<file path="src/rtl/fwd_sel_pipe.sv">
// Operand forwarding selector for the ID/EX boundary: it picks rf_data or a
// forwarding source by fixed priority, raises a load-use stall, and registers the result.
module fwd_sel_pipe #(
    parameter int unsigned WIDTH = 32,
    parameter int unsigned NSRC  = 3,
    parameter int unsigned AW    = 5,
    parameter int unsigned SW    = $clog2(NSRC + 1)
) (
    input  logic                    clk,
    input  logic                    reset_n,
    input  logic                    in_valid,
    input  logic                    en,
    input  logic                    flush,
    input  logic [AW-1:0]           rd_addr,
    input  logic [WIDTH-1:0]        rf_data,
    input  logic [NSRC-1:0]         src_wen,
    input  logic [NSRC*AW-1:0]      src_addr,
    input  logic [NSRC*WIDTH-1:0]   src_data,
    input  logic [NSRC-1:0]         src_ready,
    output logic [WIDTH-1:0]        out_data,
    output logic                    out_valid,
    output logic [SW-1:0]           out_sel,
    output logic                    stall_req,
    output logic [15:0]             stall_cnt
);

    localparam int unsigned CW = 16;

    logic [NSRC-1:0]  w_match;
    logic             w_hit;
    logic             w_win_ready;
    logic [WIDTH-1:0] w_win_data;
    logic [SW-1:0]    w_win_sel;
    logic [WIDTH-1:0] w_sel_data;
    logic [SW-1:0]    w_sel_code;

    logic [WIDTH-1:0] r_out_data;
    logic             r_out_valid;
    logic [SW-1:0]    r_out_sel;
    logic [CW-1:0]    r_stall_cnt;

    // Destination-address match per source; r0 and bubbles never match
    always_comb begin
        w_match = '0;
        for (int unsigned i = 0; i < NSRC; i++) begin
            w_match[i] = src_wen[i] & (src_addr[i*AW +: AW] == rd_addr)
                         & (rd_addr != '0) & in_valid;
        end
    end

    // Scan from lowest priority upward so the lowest matching index wins
    always_comb begin
        w_hit       = 1'b0;
        w_win_ready = 1'b0;
        w_win_data  = '0;
        w_win_sel   = '0;
        for (int i = int'(NSRC) - 1; i >= 0; i--) begin
            if (w_match[i]) begin
                w_hit       = 1'b1;
                w_win_ready = src_ready[i];
                w_win_data  = src_data[i*WIDTH +: WIDTH];
                w_win_sel   = SW'(i + 1);
            end
        end
    end

    always_comb begin
        w_sel_data = rf_data;
        w_sel_code = '0;
        if (rd_addr == '0) begin
            w_sel_data = '0;
        end else if (w_hit) begin
            w_sel_data = w_win_data;
            w_sel_code = w_win_sel;
        end
    end

    assign stall_req = w_hit & ~w_win_ready;

    // Output stage: flush > external hold > hazard bubble > load
    always_ff @(posedge clk or negedge reset_n) begin
        if (!reset_n) begin
            r_out_data  <= '0;
            r_out_valid <= 1'b0;
            r_out_sel   <= '0;
        end else if (flush) begin
            r_out_data  <= '0;
            r_out_valid <= 1'b0;
            r_out_sel   <= '0;
        end else if (!en) begin
            r_out_data  <= r_out_data;
            r_out_valid <= r_out_valid;
            r_out_sel   <= r_out_sel;
        end else if (stall_req) begin
            r_out_valid <= 1'b0;
        end else begin
            r_out_data  <= w_sel_data;
            r_out_valid <= in_valid;
            r_out_sel   <= w_sel_code;
        end
    end

    // Stall cycles counted regardless of en, saturating
    always_ff @(posedge clk or negedge reset_n) begin
        if (!reset_n) begin
            r_stall_cnt <= '0;
        end else if (stall_req && !flush && (r_stall_cnt != {CW{1'b1}})) begin
            r_stall_cnt <= r_stall_cnt + CW'(1);
        end
    end

    assign out_data  = r_out_data;
    assign out_valid = r_out_valid;
    assign out_sel   = r_out_sel;
    assign stall_cnt = r_stall_cnt;

endmodule

</file>
<file path="config.mk">
export PLATFORM = sky130hd
export DESIGN_NAME = fwd_sel_pipe
export DESIGN_NICKNAME = d
export VERILOG_FILES = /design/src/rtl/fwd_sel_pipe.sv
export SDC_FILE = /design/constraint.sdc
export NUM_CORES = 1
export LEC_CHECK = 0
export ABC_CLOCK_PERIOD_IN_PS = 2100
export CAP_MARGIN = 25
export CORE_MARGIN = 3
export CORE_UTILIZATION = 35
export DETAILED_ROUTE_END_ITERATION = 16
export HOLD_SLACK_MARGIN = 0.15
export PLACE_DENSITY = 0.87
export SYNTH_ARGS = -nofsm -noshare
export SYNTH_HDL_FRONTEND = slang
export SYNTH_SLANG_ARGS = --single-unit
</file>
<file path="constraint.sdc">
create_clock -name clk -period 2.1 [get_ports clk]
set_clock_uncertainty 0.05 [all_clocks]
set_input_delay 0.42 -clock clk [delete_from_list [all_inputs] [get_ports clk]]
set_output_delay 0.42 -clock clk [all_outputs]
set_load 0.02 [all_outputs]
</file>
Yosys cells after proc, flatten, opt, wreduce, memory -nomap -nowiden
Index checks and enable logic that the tools add are counted.
{ "totals": {"reg_bits": 51, "out_inout_bits": 52, "word_cells": 53} }
{ "classes": {"reduce_logical": 7, "bitwise": 11, "mux": 25, "eq_ne": 5, "addsub": 1} }
{ "op_table": {"columns": ["op", "count"], "rows": [
  ["$mux 32", 8],
  ["$add 16x1->16 const B", 1],
  ["$mux 2", 8],
  ["$ne 16x16->1 const B", 1],
  ["$eq 5x5->1", 3],
  ["$and 1x1->1", 10],
  ["$mux 1", 9],
  ["$logic_not 5->1", 1],
  ["$reduce_bool 5->1", 1],
  ["$logic_and 1x1->1", 2],
  ["$ne 2x2->1 const B", 1],
  ["$reduce_and 2->1", 1],
  ["$reduce_bool 2->1", 1],
  ["$logic_not 1->1", 1],
  ["$not 1->1", 1]
]} }

Logic depth before layout (Yosys ltp)
Gate-level depths: netlist of run 1.
{ "logic_depth": {"word_depth": 12, "ltp_mapped": 10} }

Worst setup path after synthesis of run 1
Ideal clock, no wire load.
{ "synth_path": {"path_kind": "input to register", "from": "input port rd_addr[0]", "to": "register r_stall_cnt[1], in the netlist stall_cnt[1]", "path_slack_ps": -350, "path_buffers": 1, "setup_ps": 128, "stages": 7, "t_arrival_ps": 2272, "required_ps": 1922, "path_cell_list": "or4_4 > o211ai_2 > nor3_1 > o311a_4 > buf_6 > nand2_1 > mux2_1"} }
{ "synth_between": {"elab_chain_cells": 11, "elab_cells_between_ends": 23, "cone_classes": "3 x eq/ne; 6 x mux; 11 x bitwise; 3 x reduce/logical"} }
{ "synth_rtl": {"columns": ["element", "line_no", "text"], "rows": [
  ["from (decl)", "14", "input logic [AW-1:0] rd_addr,"],
  ["$eq 5x5->1", "46", "w_match[i] = src_wen[i] & (src_addr[i*AW +: AW] == rd_addr)"],
  ["$and 1x1->1", "46", null],
  ["$and 1x1->1 (2 in a row)", "47", "& (rd_addr != '0) & in_valid;"],
  ["$mux 1 (3 in a row)", "58", "if (w_match[i]) begin"],
  ["$not 1->1", "78", "assign stall_req = w_hit & ~w_win_ready;"],
  ["$and 1x1->1 (*)", "78", null],
  ["$logic_and 1x1->1 (*) (2 in a row)", "107", "end else if (stall_req && !flush && (r_stall_cnt != {CW{1'b1}})) begin"],
  ["to (signal assigned)", "108", "r_stall_cnt <= r_stall_cnt + CW'(1);"],
  ["to (decl)", "40", "logic [CW-1:0] r_stall_cnt;"]
]} }
Every way passes the cells marked *; elsewhere a longest branch is shown, timed or not.
A chain may end at the register's enable or synchronous reset.

Worst setup path after layout of run 1
{ "layout_path": {"from": "input port src_addr[1]", "to": "register r_out_data[18], in the netlist out_data[18]"} }
{ "layout_between": {"elab_chain_cells": 10, "elab_cells_between_ends": 16, "cone_classes": "2 x eq/ne; 8 x mux; 5 x bitwise; 1 x reduce/logical"} }
{ "layout_rtl": {"columns": ["element", "line_no", "text"], "rows": [
  ["from (decl)", "17", "input logic [NSRC*AW-1:0] src_addr,"],
  ["$eq 5x5->1 (*)", "46", null],
  ["$and 1x1->1 (*)", "46", null],
  ["$and 1x1->1 (*) (2 in a row)", "47", null],
  ["$mux 32 or $mux 1 (tied branches)", "58", null],
  ["$mux 32", "72", "end else if (w_hit) begin"],
  ["$mux 32", "70", "if (rd_addr == '0) begin"],
  ["$mux 32", "94", "end else if (stall_req) begin"],
  ["$mux 32", "90", "end else if (!en) begin"],
  ["$mux 32", "86", "end else if (flush) begin"],
  ["to (signal assigned)", "91", "r_out_data <= r_out_data;"],
  ["to (signal assigned)", "97", "r_out_data <= w_sel_data;"],
  ["to (decl)", "37", "logic [WIDTH-1:0] r_out_data;"]
]} }
Every way passes the cells marked *; elsewhere a longest branch is shown, timed or not. The select of a mux whose other input is x is not followed.

==> results.json, run 1 <==
{
  "worst_slack_ns": -0.392,
  "first_pass_iters": 4,
  "grt_max_degree": 52,
  "multi_input_area_sq_um": 2580,
  "reg2reg_depth": 8,
  "cts_root_buffer": "clkbuf_8",
  "routed-via-count": 4873,
  "area.growth.synth_to_final_pct": 98.0,
  "met2_usage_pct": 45.8,
  "wire_per_inst_microns": 21.3,
  "num_antenna_cells": 0,
  "p_seq_share_pct": 37.9,
  "die_x_microns": 108,
  "row_count": 36,
  "ant_nets": 0,
  "initial_core_util_pct": 36.7,
  "cp-endpoint": "out_data[18]",
  "overflow": 0,
  "synthArstFlopShare_pct": 100,
  "worstPathMaxFanout": 11,
  "swShare_pct": 30.4,
  "rsz0062_at_grt": "true",
  "maxSlewViolCount": 0,
  "arrival_ns": 2.63,
  "antenna_found_initial": 0,
  "slowest_stage": "clkdlybuf4s50_1",
  "crit_type": "input pin to register",
  "dieArea_sq_um": 11700,
  "cpMostUsedCell": "buf_12",
  "reg2reg_to": "stall_cnt[10]",
  "end_kind": "register",
  "clk_pin_slew_ns": 0.10,
  "routabilityCongestion": 0.884,
  "setup_violations": 51,
  "grt_pass1_vias": 4863,
  "critical_path.max_stage_delay_ns": 0.43,
  "nFillCells": 731,
  "worst_hold_path_type": "register to register",
  "use_met3_pct": 6.09,
  "crit_path_cell_trace": "clkdlybuf4s50_1 -> xnor2_1 -> and3_1 -> and3b_2 -> o31ai_4 -> buf_4 -> a21oi_4 -> buf_12 -> buf_12 -> o31ai_1",
  "pwr-share-comb_pct": 37.8,
  "drc": 0,
  "synth_seq_area_share_pct": 34.8,
  "synth.cell_area_sq_um": 3670,
  "cp.required_ns": 2.24,
  "p_int_mw": 2.03,
  "drt-vias-per-instance": 5.77,
  "htree_levels": 2,
  "portBuffers": 210,
  "timing_hold_violations_final": 0,
  "die_h_microns": 108,
  "grt_usage_pct": 25.9,
  "dpl_worst_slack_ns": -1.09,
  "core-area_sq_um": 10000,
  "wl_mm": 18.0,
  "p_leak_nw": 2.83,
  "irDropWorstVdd_v": 0.000297,
  "tritoncts": "done",
  "switchingPower_mw": 0.884,
  "power_density_nw_per_um2": 400,
  "synthCells": 458,
  "synth.avg_cell_area_sq_um": 8.01,
  "total_power_mw": 2.91,
  "worst_pin_slew_ns": 0.731,
  "violations": "setup timing",
  "met1_usage_pct": 29.5,
  "cp-start-kind": "input pin",
  "syn_nets": 618,
  "cts_sinks": 51,
  "finalInstanceArea_sq_um": 7270,
  "rrSetupSlack_ns": -0.08,
  "cap_violations": 0,
  "yosys-top-cells-count": "o21ai_0, dfrtp_1, nand3_1",
  "netlist.area_leader.share_pct": 34.8,
  "yosys-top-cells-area": "dfrtp_1, o21ai_0, nand3_1",
  "drt_iter0_markers": 334,
  "p_clk_share_pct": 24.2,
  "grt_pass1_wl_mm": 23.7,
  "placedInstanceArea_sq_um": 6320,
  "cts_buffers": 5,
  "slew_headroom_pct": 50.9,
  "final_nets": 871,
  "post-dp-hpwl_mm": 11.6,
  "status": "complete, but fails checks",
  "synth_ff_type": "dfrtp_1",
  "yosysMostFrequentCell": "o21ai_0",
  "finalCriticalPeriod_ns": 2.49,
  "fmax_mhz": 401,
  "pin_count": 211,
  "crit_start": "src_addr[1]",
  "cts_buffer_depth": 2,
  "drive_gt1_share_pct": 22.6,
  "synth_cell_types": 44,
  "clock_latency_ns": 0.30,
  "yosys_warnings": 0,
  "r2r-start": "stall_cnt[0]",
  "fin_crit_sh_pct": 119,
  "synth_edf_count": 0,
  "synth_top_area_cell": "dfrtp_1",
  "final-seq-area_sq_um": 1280,
  "ys_ff_latch": 51,
  "top_usage_layer": "met2"
}
-- through the flow --
stage | util, % | instances | hold slack, ns | TNS, ns
after floorplan | - | 458 | 0.0744 | -10.94
after global placement | 63.2 | 808 | 0.382 | -44.00
after detailed placement | 63.2 | 808 | 0.385 | -47.38
after CTS | 66.0 | 823 | 0.456 | -11.67
after global routing | 72.7 | 845 | 0.478 | -15.25
final | 72.7 | 845 | 0.452 | -12.40
-- registers in the layout, summed over array words and instances, names as in the netlist --
name	cells
out_data	32
stall_cnt	16
out_sel	2
out_valid	1
-- worst min path at each step --
| stage | cells past startpoint | slack (ns) | endpoint | from |
|---|---|---|---|---|
| final | 2 | 0.45 | out_data[16] | out_data[16] |
| after global routing | 2 | 0.48 | out_data[16] | out_data[16] |
| after CTS | 2 | 0.46 | out_data[16] | out_data[16] |
| after detailed placement | 2 | 0.39 | stall_cnt[3] | reset_n |
| after floorplan | 0 | 0.07 | out_data[0] | reset_n |
| after global placement | 2 | 0.38 | stall_cnt[4] | reset_n |
-- layout by cell type (no fill, tap or decap), types with 4 or more instances in the layout --
master             n
o31ai_2           13
o21ai_2            9
inv_1              4
o21ai_1           16
nand4_1            5
clkdlybuf4s50_1  193
o31ai_4            4
a31oi_1           21
o21ai_0           70
o21ai_4            4
xor2_1             4
and3_1            18
xnor2_1           18
clkbuf_16          9
nand3_1           38
dlygate4sd2_1      8
o31ai_1           16
nand2_1            4
buf_6             15
nor3_1            24
buf_12            17
o21a_1            10
clkbuf_8           5
dfrtp_1           51
nand3_4            9
xnor2_2            6
buf_4             38
nor2_1            36
-- routing by layer --
layer	up-vias	share of wire, %
li1	2210	-
met1	2336	38
met3	40	8.5
met2	287	50
met5	-	0
met4	0	3.5
-- worst max-delay path: cells and delay by family --
kind            cells  cell delay, ns
buf+inv             4            0.91
compound gates      3            0.68
simple gates        2            0.46
xor+xnor            1            0.15
-- power by group through the flow --
| stage | clock network, mW | logic (mW) | registers [mW] |
|---|---|---|---|
| final | 0.705 | 1.10 | 1.10 |
| after global routing | 0.759 | 1.16 | 1.11 |
| after CTS | 0.716 | 0.994 | 1.10 |
| after detailed placement | 0 | 0.964 | 1.11 |
| after global placement | 0 | 0.941 | 1.11 |
| after floorplan | 0 | 0.268 | 1.19 |
-- cell type report --
type | count | area share (%)
clock buffer | 5 | 0.947
timing repair buffer | 289 | 42.9
multi-input combinational | 359 | 35.5
tap | 133 | 2.29
inverter | 5 | 0.258
sequential | 51 | 17.6
clock inverter | 3 | 0.603
-- what timing repair did --
action	in CTS	in global routing
gates cloned	0	13
endpoints found under the hold margin	51	0
resized for setup	69	65
buffers inserted	7	11
pin swaps	18	26
hold buffers	1	0
endpoints found under the setup margin	52	52
-- kinds of logic after synthesis --
family                   share of synthesized area [%]
buffers and inverters                             6.41
XOR/XNOR                                          6.68
AND/OR/NAND/NOR                                   20.8
adder cells (fa/ha/maj)                          0.341
AO/OA/AOI/OAI                                     30.4
flip-flops                                        34.8
multiplexers                                     0.580
Power figures use the tool's default switching activity.
==> run 2, diff against run 1 <==
--- a/config.mk
+++ b/config.mk
@@ -10,7 +10,7 @@
 export CORE_MARGIN = 3
 export CORE_UTILIZATION = 35
 export DETAILED_ROUTE_END_ITERATION = 16
-export HOLD_SLACK_MARGIN = 0.15
+export HOLD_SLACK_MARGIN = 0.12
 export PLACE_DENSITY = 0.87
 export SYNTH_ARGS = -nofsm -noshare
 export SYNTH_HDL_FRONTEND = slang
==> results of run 2 <==
No change in the layout: final DEF, timing and power equal those of run 1.
==> run 3, diff against run 2 <==
--- a/config.mk
+++ b/config.mk
@@ -7,6 +7,7 @@
 export LEC_CHECK = 0
 export ABC_CLOCK_PERIOD_IN_PS = 2100
 export CAP_MARGIN = 25
+export CORE_ASPECT_RATIO = 1.2
 export CORE_MARGIN = 3
 export CORE_UTILIZATION = 35
 export DETAILED_ROUTE_END_ITERATION = 16
==> results.json, run 3 (same netlist as run 1, synthesis figures left out) <==
{
  "setup_violations": 52,
  "rrSetupSlack_ns": -0.01,
  "final-seq-area_sq_um": 1280,
  "ant_nets": 0,
  "maxSlewViolCount": 0,
  "post-dp-hpwl_mm": 11.9,
  "area.growth.synth_to_final_pct": 93.2,
  "worst_slack_ns": -0.383,
  "dieArea_sq_um": 11800,
  "irDropWorstVdd_v": 0.000322,
  "crit_type": "input pin to primary output",
  "status": "complete, but fails checks",
  "final_cell_mix": "clkdlybuf4s50_1, o21ai_0, dfrtp_1",
  "cp.required_ns": 1.63,
  "drt_iter0_markers": 301,
  "arrival_ns": 2.01,
  "final_common_cell": "clkdlybuf4s50_1",
  "cap_violations": 0,
  "grt_pass1_vias": 5132,
  "cp-start-kind": "input pin",
  "htree_levels": 2,
  "fin_crit_sh_pct": 118,
  "portBuffers": 210,
  "cts_sinks": 51,
  "initial_core_util_pct": 36.3,
  "violations": "setup timing",
  "fmax_mhz": 403,
  "die_x_microns": 99.5,
  "row_count": 40,
  "fin_worst_hold_slack_ns": 0.446,
  "drc": 0,
  "cts_root_buffer": "clkbuf_16",
  "worst_hold_path_type": "register to register",
  "cts_buffers": 5,
  "first_pass_iters": 5,
  "die_h_microns": 118,
  "final_nets": 863,
  "power_density_nw_per_um2": 446,
  "tritoncts": "done",
  "largest_reg_flops": 32,
  "timing_hold_violations_final": 0,
  "end_kind": "primary output",
  "wl_mm": 17.4,
  "core-area_sq_um": 10100,
  "grt_pass1_wl_mm": 26.1,
  "finalSetupTns_ns": -13.37,
  "slew_headroom_pct": 53.2,
  "clk_pin_slew_ns": 0.07,
  "nFillCells": 723,
  "clock_latency_ns": 0.29,
  "finalCriticalPeriod_ns": 2.48,
  "wire_per_inst_microns": 21.0,
  "overflow": 0,
  "grt_max_degree": 34,
  "routabilityCongestion": 0.887,
  "num_antenna_cells": 0,
  "pin_count": 211,
  "grt_usage_pct": 27.9,
  "antenna_found_initial": 0,
  "worstPathMaxFanout": 4,
  "drive_gt1_share_pct": 22.3,
  "p_leak_nw": 2.76,
  "worst_pin_slew_ns": 0.697,
  "routed-via-count": 4941,
  "cts_buffer_depth": 2,
  "drt-vias-per-instance": 5.95,
  "multi_input_area_sq_um": 2590,
  "rsz0062_at_grt": "true"
}
-- run 3: final cells by class --
class	count	share of cell area [%]
timing repair buffer	279	40.6
multi-input combinational	361	36.5
sequential	51	18.0
tap	126	2.22
clock buffer	6	1.96
clock inverter	2	0.494
inverter	5	0.265
-- run 3: path summary, 6_finish.rpt --
kind | startpoint | endpoint | cells past startpoint
max in group asynchronous | reset_n | out_data[26] | 3
worst max register to register | stall_cnt[3] | stall_cnt[8] | 7
worst min-delay path | out_data[11] | out_data[11] | 2
min in group asynchronous | reset_n | out_data[0] | 2
worst max-delay path | rd_addr[2] | stall_req | 7
worst min register to register | out_data[11] | out_data[11] | 2
-- run 3: power breakdown --
part	leakage (nW)	switching, mW	internal [mW]	total (mW)
registers	0.673	0.0436	1.05	1.09
logic	2.00	0.496	0.612	1.11
clock network	0.0868	0.370	0.593	0.963
total	2.76	0.909	2.25	3.16
-- run 3: what timing repair did --
item,4_1_cts,5_1_grt
endpoints found under the hold margin,18,0
gates resized for setup,94,35
gates cloned,4,4
setup endpoints to repair,52,52
setup buffers,11,7
hold buffers,1,0
pin swaps,21,15
-- run 3: worst max-delay path, cell delays in order --
cell and delay (ns):
buf_6 0.09, or4_4 0.59, o211a_4 0.26, o2111a_2 0.16
o31ai_4 0.29, inv_2 0.07, buf_6 0.13
-- run 3: routing by layer --
layer	routed length, microns	vias up	GRT usage, %	part of all wire, %
li1	-	2197	-	-
met1	6290	2346	31.1	36
met2	8810	317	48.7	51
met3	1280	81	5.79	7.3
met4	1030	0	15.5	5.9
met5	0	-	0	0
-- run 3: per-stage QoR --
step | setup WS [ns] | instance area (sq um) | std cells | total power [mW] | utilization (%)
3_5_place_dp | -1.32 | 6250 | 797 | 2.08 | 61.8
6_report | -0.383 | 7090 | 830 | 3.16 | 70.1
2_1_floorplan | -0.328 | 3740 | 458 | 1.46 | -
3_3_place_gp | -1.18 | 6250 | 797 | 2.05 | 61.8
4_1_cts | -0.340 | 6850 | 821 | 3.10 | 67.7
5_1_grt | -0.488 | 7090 | 830 | 3.27 | 70.1
